==> src/rtl/lcd_ctrl.sv <==
// lcd_ctrl: HD44780 write sequencer; i_io_lcd {[31] on,[9] strobe,[8] rs,[7:0] data} -> o_lcd_{on,en,rs,rw,data}, status o_busy/o_init_done/o_drop
module lcd_ctrl #(
  parameter int PWRUP_CYC    = 2000000,
  parameter int SETUP_CYC    = 4,
  parameter int EN_CYC       = 25,
  parameter int HOLD_CYC     = 4,
  parameter int CMD_WAIT_CYC = 2500,
  parameter int CLR_WAIT_CYC = 82000
) (
  input  logic        i_clk,
  input  logic        i_reset,
  input  logic [31:0] i_io_lcd,
  output logic        o_lcd_on,
  output logic        o_lcd_en,
  output logic        o_lcd_rs,
  output logic        o_lcd_rw,
  output logic [7:0]  o_lcd_data,
  output logic        o_busy,
  output logic        o_init_done,
  output logic        o_drop
);
  localparam int M0 = PWRUP_CYC > CLR_WAIT_CYC ? PWRUP_CYC : CLR_WAIT_CYC;
  localparam int M1 = CMD_WAIT_CYC > EN_CYC ? CMD_WAIT_CYC : EN_CYC;
  localparam int M2 = SETUP_CYC > HOLD_CYC ? SETUP_CYC : HOLD_CYC;
  localparam int M3 = M1 > M2 ? M1 : M2;
  localparam int MAXC = M0 > M3 ? M0 : M3;
  localparam int CW = $clog2(MAXC + 1);
  typedef enum logic [2:0] {PWRUP, SETUP, PULSE, HOLD, WAIT, IDLE} state_t;
  state_t state;
  logic [CW-1:0] cnt, lim;
  logic [1:0] idx;
  logic [8:0] pend;
  logic [7:0] nxt_init;
  logic pend_v, strb_q, req, tdone, wait_end, init_next, rel, start_pend, start_req;
  logic store, drop, to_idle, nxt_pv, unused_bits;
  assign unused_bits = ^i_io_lcd[30:10];
  assign req = i_io_lcd[9] & ~strb_q;
  assign lim = state == PWRUP ? CW'(PWRUP_CYC) :
               state == SETUP ? CW'(SETUP_CYC) :
               state == PULSE ? CW'(EN_CYC) :
               state == HOLD  ? CW'(HOLD_CYC) :
               (!o_lcd_rs && (o_lcd_data == 8'h01 || o_lcd_data == 8'h02)) ? CW'(CLR_WAIT_CYC) : CW'(CMD_WAIT_CYC);
  assign tdone = cnt == lim - 1'b1;
  assign wait_end = state == WAIT && tdone;
  assign init_next = wait_end && idx != 2'd3;
  assign rel = wait_end && idx == 2'd3;
  assign start_pend = rel && pend_v;
  assign start_req = req && (state == IDLE || (rel && !pend_v));
  assign store = req && !start_req && (!pend_v || start_pend);
  assign drop = req && !start_req && pend_v && !start_pend;
  assign nxt_pv = store || (pend_v && !start_pend);
  assign to_idle = !req && (state == IDLE || (rel && !pend_v));
  assign nxt_init = idx == 2'd0 ? 8'h0C : idx == 2'd1 ? 8'h01 : 8'h06;
  always_ff @(posedge i_clk or negedge i_reset) begin
    if (!i_reset) begin
      state <= PWRUP;
      cnt <= '0;
      idx <= 2'd0;
      pend <= 9'd0;
      pend_v <= 1'b0;
      strb_q <= 1'b0;
      o_lcd_on <= 1'b0;
      o_lcd_en <= 1'b0;
      o_lcd_rs <= 1'b0;
      o_lcd_rw <= 1'b0;
      o_lcd_data <= 8'h00;
      o_busy <= 1'b1;
      o_init_done <= 1'b0;
      o_drop <= 1'b0;
    end else begin
      strb_q <= i_io_lcd[9];
      o_lcd_on <= i_io_lcd[31];
      o_lcd_rw <= 1'b0;
      o_busy <= !to_idle || nxt_pv;
      pend_v <= nxt_pv;
      if (store) pend <= i_io_lcd[8:0];
      if (drop) o_drop <= 1'b1;
      if (rel) o_init_done <= 1'b1;
      cnt <= (state == IDLE || tdone) ? '0 : cnt + 1'b1;
      case (state)
        PWRUP: if (tdone) begin
          state <= SETUP;
          {o_lcd_rs, o_lcd_data} <= 9'h038;
        end
        SETUP: if (tdone) begin
          state <= PULSE;
          o_lcd_en <= 1'b1;
        end
        PULSE: if (tdone) begin
          state <= HOLD;
          o_lcd_en <= 1'b0;
        end
        HOLD: if (tdone) state <= WAIT;
        default: if (init_next) begin
          state <= SETUP;
          idx <= idx + 1'b1;
          {o_lcd_rs, o_lcd_data} <= {1'b0, nxt_init};
        end else if (start_pend || start_req) begin
          state <= SETUP;
          {o_lcd_rs, o_lcd_data} <= pend_v ? pend : i_io_lcd[8:0];
        end else if (wait_end) state <= IDLE;
      endcase
    end
  end
endmodule

==> config.mk <==
export PLATFORM = sky130hd
export DESIGN_NAME = lcd_ctrl
export DESIGN_NICKNAME = d
export VERILOG_FILES = /design/src/rtl/lcd_ctrl.sv
export SDC_FILE = /design/constraint.sdc
export NUM_CORES = 1
export LEC_CHECK = 0
export ABC_AREA = 0
export BUFFER_PORTS_ARGS = -buffer_cell sky130_fd_sc_hd__buf_2
export CORE_MARGIN = 2
export CORE_UTILIZATION = 30
export CTS_CLUSTER_SIZE = 40
export DETAILED_ROUTE_END_ITERATION = 10
export PLACE_DENSITY = 0.54
export SETUP_SLACK_MARGIN = 0.4
export SYNTH_ARGS = -nofsm -noshare
export SYNTH_HDL_FRONTEND = slang
export SYNTH_SLANG_ARGS = --single-unit
export TNS_END_PERCENT = 50
==> constraint.sdc <==
create_clock -name i_clk -period 4.9 [get_ports i_clk]
set_input_delay 0.98 -clock i_clk [delete_from_list [all_inputs] [get_ports i_clk]]
set_output_delay 0.98 -clock i_clk [all_outputs]
set_load 0.01 [all_outputs]
* After elaboration in Yosys (flattened, before gate mapping)
Cells that the tools add are included.
Widths: inputs -> output; s select.
** Cells by class
- Bitwise gates (word level) :: 4
- Equal/unequal tests :: 15
- Add/subtract/negate cells :: 3
- Muxes and demuxes :: 27
- Reduce and logical (&&, ||, !) cells :: 37
** Operators with widths (count)
- $mux 17 :: 4
- $mux 21 :: 2
- $mux 3 :: 8
- $mux 8 :: 3
- $add 21x1->21 const B :: 1
- $eq 21x21->1 :: 1
- $sub 21x1->21 const B :: 1
- $pmux 8 s2 :: 1
- $logic_and 1x1->1 :: 13
- $pmux 3 s4 :: 1
- $ne 2x2->1 const B :: 5
- $mux 9 :: 1
- $eq 8x1->1 const B :: 1
- $eq 8x2->1 const B :: 1
- $logic_or 1x1->1 :: 7
- $reduce_bool 7->1 :: 1
- $eq 3x2->1 const B :: 2
- $eq 3x3->1 const B :: 2
- $logic_not 1->1 :: 6
- $reduce_and 3->1 :: 2
- $reduce_and 5->1 :: 1
- $mux 1 :: 4
- $mux 4 :: 1
- $pmux 1 s2 :: 2
- 13 further kinds :: 15
** Storage, ports and cells
- Input port bits :: 34
- Output and inout port bits :: 15
- Register bits after elaboration :: 51
- Logic and storage cells :: 99

* Logic depth before layout (Yosys ltp)
- Depth in word-level cells :: 20
- Mapped depth :: 16
- Mapped depth without buffers :: 13

* Worst setup path after synthesis
No wires, ideal clock.
- Path type :: flip-flop to flip-flop
- Start :: reg state[2]
- End :: reg o_lcd_data[0]
- Buffers on the path :: 3
- Path slack :: 1397 ps
- Stages on the path, launching flop included :: 16
- Period minus slack after synthesis :: 3503 ps
- Arrival :: 3382 ps
- Library setup time :: 121 ps
- Required time :: 4779 ps
- Cell sequence :: dfrtp_1 -> buf_4 -> nor4b_4 -> and3_1 -> or2_2 -> ha_1 -> and3b_1 -> a31oi_1 -> xor2_1 -> o211ai_2 -> nor4_4 -> buf_2 -> and3b_1 -> buf_2 -> mux2_1 -> a22o_1
** Between the ends
- Longest elaborated chain between the ends :: 15
** Ends and longest elaborated chain
- start, declared :: RTL line 29 : state_t state;
- start signal, assigned :: RTL line 56 : state <= PWRUP;
- start signal, assigned :: RTL line 82 : state <= SETUP;
- start signal, assigned :: RTL line 86 : state <= PULSE;
- $eq 3x2->1 :: RTL line 41, 80
- $mux 17 :: RTL line 41 : state == HOLD ? CW'(HOLD_CYC) :
- $mux 17 :: RTL line 40 : state == PULSE ? CW'(EN_CYC) :
- $mux 17 :: RTL line 39 : state == SETUP ? CW'(SETUP_CYC) :
- $mux 21 :: RTL line 38 : assign lim = state == PWRUP ? CW'(PWRUP_CYC) :
- $sub 21x1->21 :: RTL line 43 : assign tdone = cnt == lim - 1'b1;
- $eq 21x21->1 :: RTL line 43
- $logic_and 1x1->1 :: RTL line 44 : assign wait_end = state == WAIT && tdone;
- $logic_and 1x1->1 :: RTL line 46 : assign rel = wait_end && idx == 2'd3;
- $logic_and 1x1->1 :: RTL line 48 : assign start_req = req && (state == IDLE || (rel && !pend_v));
- $logic_or 1x1->1 :: RTL line 48
- $logic_and 1x1->1 :: RTL line 48
- $logic_or 1x1->1 :: RTL line 98 : end else if (start_pend || start_req) begin
- $reduce_bool 3->1 (no source line)
- $reduce_and 3->1 (no source line)
- end signal, assigned :: RTL line 97 : {o_lcd_rs, o_lcd_data} <= {1'b0, nxt_init};
- end signal, assigned :: RTL line 100 : {o_lcd_rs, o_lcd_data} <= pend_v ? pend : i_io_lcd[8:0];
- end, declared :: RTL line 17 : output logic [7:0] o_lcd_data,
Parallel ways exist; a longest one is shown, timed or not.
A chain may end at the register's enable or synchronous reset.

* Worst setup path in the final report
Ends and elaborated chain as after synthesis.

==> flow_results.org <==
** Clock network
- The longest clock path from root to sink contains 2 buffers.
- In this run, post-CTS hold repair placed 0 buffers.
- After clock tree synthesis, the clock-pin slew on the worst setup and hold paths is 0.10 ns.
- Clock Tree Root :: sky130_fd_sc_hd__clkbuf_8
- The later pin in the worst-skew pair is clocked with a latency of 0.31 ns.
- Total number of clock tree sinks :: 51
- Clock buffers created by TritonCTS :: 5
- Count of H-tree levels built during CTS :: 2
- The number of gates resized after CTS was 0.
- Number of setup buffers added after CTS :: 0
- TritonCTS built the clock tree.

** STA
- Maximum clock rate :: 0.247 GHz
- Across the routed clock network, the largest skew measured is 0.0130 ns.
- Worst Max-Slew Pin Slew :: 0.667 ns
- Worst slew slack as a fraction of its limit :: 0.556
- The hold violation count in the final report is 0.
- The smallest clock period supported by the final layout is computed as 4.06 ns.
- Final Max Slew Viols :: 0
- Of the available clock period, the critical path in the final layout requires 0.828.
- Setup repair after global routing missed its margin :: false
- Setup total negative slack :: 0 ns
- Setup violations, final :: 0

** Logic synthesis
- Number of flip-flops and latches in the synthesized netlist :: 51
- Synthesized-area fraction occupied by adder cells :: 0.0340
- Basic-gate share of the synthesized area counting and, or, nand and nor cells :: 0.214
- The netlist uses 51 different library cells.
- Syn_nets :: 338
- The Yosys step of the flow raised 0 warnings.
- Post-Synthesis Cells :: 296
- Yosys mapped a number of flops with a built-in enable equal to 0.
- Mean instance size in the synthesized netlist :: 9.93 um^2
- Multiplexer share of the synthesized area :: 0.0885
- Of the synthesized area, sequential elements account for 0.434.
- The cell area that synthesis handed to floorplanning was 2940 um^2.
- Largest family of logic cells by synthesized area :: simple AND/OR/NAND/NOR gates
- Primary flip-flop cell chosen by synthesis mapping :: sky130_fd_sc_hd__dfrtp_1
- The compound-cell area share of the yosys netlist was 0.100.
- XOR/XNOR Fraction of Synth Area :: 0.0940
- Share of synthesized flip-flops with an asynchronous set or reset :: 1.00

** Die
- From bottom edge to top edge, the die measures 103 um.
- The die is 103 um wide.
- The initial utilization of the core area, before any placement, comes to 0.305.
- The die covers 10600 um^2.
- 49 I/O pins were placed.
- The initialized floorplan defines 36 standard-cell rows.
- The total area inside the core boundary comes to 9640 um^2.

** Power and ir drop
- The analysis attributes to net switching a power of 0.000441 W.
- Of the total power, combinational logic draws 0.345.
- Power per cell area :: 377 nW/um^2
- Static leakage :: 1.50 nW
- Power share of the sequential group :: 0.447
- The share of total power dissipated in the clock network is 0.208.
- VDD sags by at most 137 uV.
- Proportion of total power due to net switching :: 0.355
- The internal power of the cells totals 0.000801 W.

** Critical path
- The critical path contains buffers and inverters numbering 0 combined.
- Along the worst path, the maximum fanout reaches 11.
- Among all stages on the critical path, the largest delay is contributed by sky130_fd_sc_hd__or4_1.
- Delay-heaviest family, CP :: simple AND/OR/NAND/NOR gates
- Worst path required time :: 5.10 ns
- The worst setup path is launched from a flip-flop.
- STA classifies the critical path endpoint as a flip-flop.
- Cells along the critical path :: nor4b_4 > and3_1 > or2_2 > ha_1 > and3b_1 > nor4_1 > o211ai_2 > nor4_4 > nor2_2 > or4_1 > a22o_1
- In this design, the stage delay of the slowest critical-path cell is 0.66 ns.
- For the worst setup path, the data arrival time is 4.25 ns.
- By startpoint and endpoint, the worst setup path is classified as reg2reg.

** Drt
- The count of nets left with antenna violations once routing finished came out at 0.
- The final route contains 2206 vias.
- In the routed design, unresolved DRC markers number 0.
- The detailed router finished its first iteration with 86 violations.
- Post-detailed-routing wire length :: 6200 um
- Average vias per placed instance :: 4.86
- Average routed wire per standard cell :: 13.7 um
- First-pass DRT Iterations :: 7

** Global routing
- Remaining Overflow, GRT :: 0
- Overall fraction of global-route tracks in use :: 0.128
- Antenna violations before repair :: 0
- The number of global-route vias before repair was 2104.
- Pin count of the biggest net entering global routing :: 52
- Wire length of the first global-routing pass :: 10600 um

** Finish
- With fillers left out, the area of the finished cells amounts to 3290 um^2.
- Number of inserted diodes :: 0
- Relative to the synthesized area, the layout overhead comes to 11.9%.
- In the final layout, the share of cells above drive strength 1 is 0.196.
- Fill cells in the final layout number 1030.
- At the end of the flow the core is filled with cells to 0.341.
- For this run, the post-layout net count is 362.

** Placed design
- Buffers on Ports :: 26
- Post-DP HPWL :: 4490 um
- Routability-driven placement finished with a final weighted congestion of 0.774.
- Dpl cell area :: 3200 um^2

** Run
- The tool flagged a number of max-cap violations equal to 0.

** Hold path
- The tightest min-delay check is of the reg2reg type.

** Run status
- Outcome :: finished clean
==> layer usage <==
metal / routed length (um) / share of wire / vias up / GRT usage
met5: 0 / 0 / - / 0
li1: - / - / 1081 / -
met2: 2840 / 0.46 / 32 / 0.198
met1: 3080 / 0.50 / 1087 / 0.181
met3: 194 / 0.031 / 6 / 0.0278
met4: 78 / 0.013 / 0 / 0.0364
==> worst reg2reg max path, stage by stage, from the launching register on <==
cell	delay, ns
sky130_fd_sc_hd__dfrtp_1	0.48
sky130_fd_sc_hd__nor4b_4	0.18
sky130_fd_sc_hd__and3_1	0.22
sky130_fd_sc_hd__or2_2	0.29
sky130_fd_sc_hd__ha_1	0.23
sky130_fd_sc_hd__and3b_1	0.24
sky130_fd_sc_hd__nor4_1	0.41
sky130_fd_sc_hd__o211ai_2	0.17
sky130_fd_sc_hd__nor4_4	0.63
sky130_fd_sc_hd__nor2_2	0.12
sky130_fd_sc_hd__or4_1	0.66
sky130_fd_sc_hd__a22o_1	0.30
==> cells by family after synthesis <==
group,after synthesis
buffers and inverters,22
XOR/XNOR,30
adder cells (fa/ha/maj),8
other,1
flip-flops,51
multiplexers,24
AO/OA/AOI/OAI,42
AND/OR/NAND/NOR,118
==> worst paths after layout <==
path	startpoint	endpoint	slack [ns]	depth (start not counted)
min	o_drop$_DFFE_PN0P_	o_drop$_DFFE_PN0P_	0.48	1
max in group asynchronous	i_reset	cnt[16]$_DFF_PN0_	3.66	2
min in group asynchronous	i_reset	cnt[0]$_DFF_PN0_	0.77	2
max reg2reg	state[2]$_DFFE_PN0P_	o_lcd_data[0]$_DFFE_PN0P_	0.84	11
min reg2reg	o_drop$_DFFE_PN0P_	o_drop$_DFFE_PN0P_	0.48	1
max	state[2]$_DFFE_PN0P_	o_lcd_data[0]$_DFFE_PN0P_	0.84	11
==> area by class of cell <==
| class | instances | area [um^2] | share of cell area |
|---|---|---|---|
| clock buffers | 7 | 86.3 | 0.0262 |
| multi-input cells | 223 | 1570 | 0.476 |
| inverters | 10 | 37.5 | 0.0114 |
| clock inverters | 1 | 5.00 | 0.00152 |
| flip-flops and latches | 51 | 1280 | 0.388 |
| well taps | 133 | 166 | 0.0506 |
| repair buffers | 29 | 153 | 0.0464 |
==> registers in the layout, summed over array words and instances, names as in the netlist, 2 cells and up <==
name / flops
cnt: 21
pend: 9
o_lcd_data: 8
state: 3
idx: 2
==> power groups by stage <==
stage	Clock [W]	Combinational, W	Sequential [W]
CTS	0.000272	0.000433	0.000556
global placement	0	0.000426	0.000560
finish	0.000258	0.000428	0.000556
detailed placement	0	0.000431	0.000564
global route	0.000292	0.000486	0.000565
floorplan	0	0.000336	0.000552
==> per-stage QoR <==
step | std cells | power, W | hold WS [ns] | setup WS [ns]
after global routing | 454 | 0.00134 | 0.516 | 0.508
final | 454 | 0.00124 | 0.479 | 0.844
after CTS | 454 | 0.00126 | 0.488 | 0.879
after detailed placement | 446 | 0.000995 | 0.461 | 0.921
after global placement | 446 | 0.000986 | 0.467 | 0.970
after floorplan | 296 | 0.000888 | 0.447 | 1.40
==> synthesized netlist by cell type (3+ instances only) <==
| cell | n | share of area |
|---|---|---|
| sky130_fd_sc_hd__ha_1 | 8 | 0.034 |
| sky130_fd_sc_hd__or3_1 | 3 | 0.0064 |
| sky130_fd_sc_hd__nand3_1 | 15 | 0.026 |
| sky130_fd_sc_hd__inv_1 | 10 | 0.013 |
| sky130_fd_sc_hd__xnor2_1 | 11 | 0.033 |
| sky130_fd_sc_hd__nand2b_1 | 4 | 0.0085 |
| sky130_fd_sc_hd__o21ai_1 | 4 | 0.0068 |
| sky130_fd_sc_hd__nand4_1 | 5 | 0.011 |
| sky130_fd_sc_hd__a22o_1 | 3 | 0.0089 |
| sky130_fd_sc_hd__dfrtp_1 | 50 | 0.43 |
| sky130_fd_sc_hd__xor2_1 | 18 | 0.054 |
| sky130_fd_sc_hd__nor2_1 | 38 | 0.049 |
| sky130_fd_sc_hd__nor2b_1 | 3 | 0.0064 |
| sky130_fd_sc_hd__buf_2 | 6 | 0.010 |
| sky130_fd_sc_hd__o21ai_0 | 4 | 0.0068 |
| sky130_fd_sc_hd__a32o_1 | 3 | 0.010 |
| sky130_fd_sc_hd__and3_1 | 6 | 0.013 |
| sky130_fd_sc_hd__a21oi_1 | 13 | 0.022 |
| sky130_fd_sc_hd__nand2_1 | 19 | 0.024 |
| sky130_fd_sc_hd__nor3_1 | 9 | 0.015 |
| sky130_fd_sc_hd__mux2i_1 | 8 | 0.027 |
| sky130_fd_sc_hd__mux2_2 | 14 | 0.054 |
==> cell usage in the layout, fill, tap and decap left out, types with 3 or more instances in the layout <==
cell                       Yosys  routed
sky130_fd_sc_hd__mux2_2       14      14
sky130_fd_sc_hd__buf_4         2       3
sky130_fd_sc_hd__ha_1          8       8
sky130_fd_sc_hd__nor2_1       38      38
sky130_fd_sc_hd__nand2b_1      4       4
sky130_fd_sc_hd__dfrtp_1      50      50
sky130_fd_sc_hd__nor2b_1       3       3
sky130_fd_sc_hd__nand2_1      19      19
sky130_fd_sc_hd__o21ai_1       4       4
sky130_fd_sc_hd__nor3_1        9       9
sky130_fd_sc_hd__inv_1        10      10
sky130_fd_sc_hd__a21oi_1      13      13
sky130_fd_sc_hd__buf_2         6      26
sky130_fd_sc_hd__o21ai_0       4       4
sky130_fd_sc_hd__nand4_1       5       5
sky130_fd_sc_hd__xor2_1       18      18
sky130_fd_sc_hd__xnor2_1      11      11
sky130_fd_sc_hd__and3_1        6       6
sky130_fd_sc_hd__clkbuf_8      0       6
sky130_fd_sc_hd__mux2i_1       8       8
sky130_fd_sc_hd__a32o_1        3       3
sky130_fd_sc_hd__a22o_1        3       3
sky130_fd_sc_hd__or3_1         3       3
sky130_fd_sc_hd__nand3_1      15      15
Power figures use the tool's default switching activity.
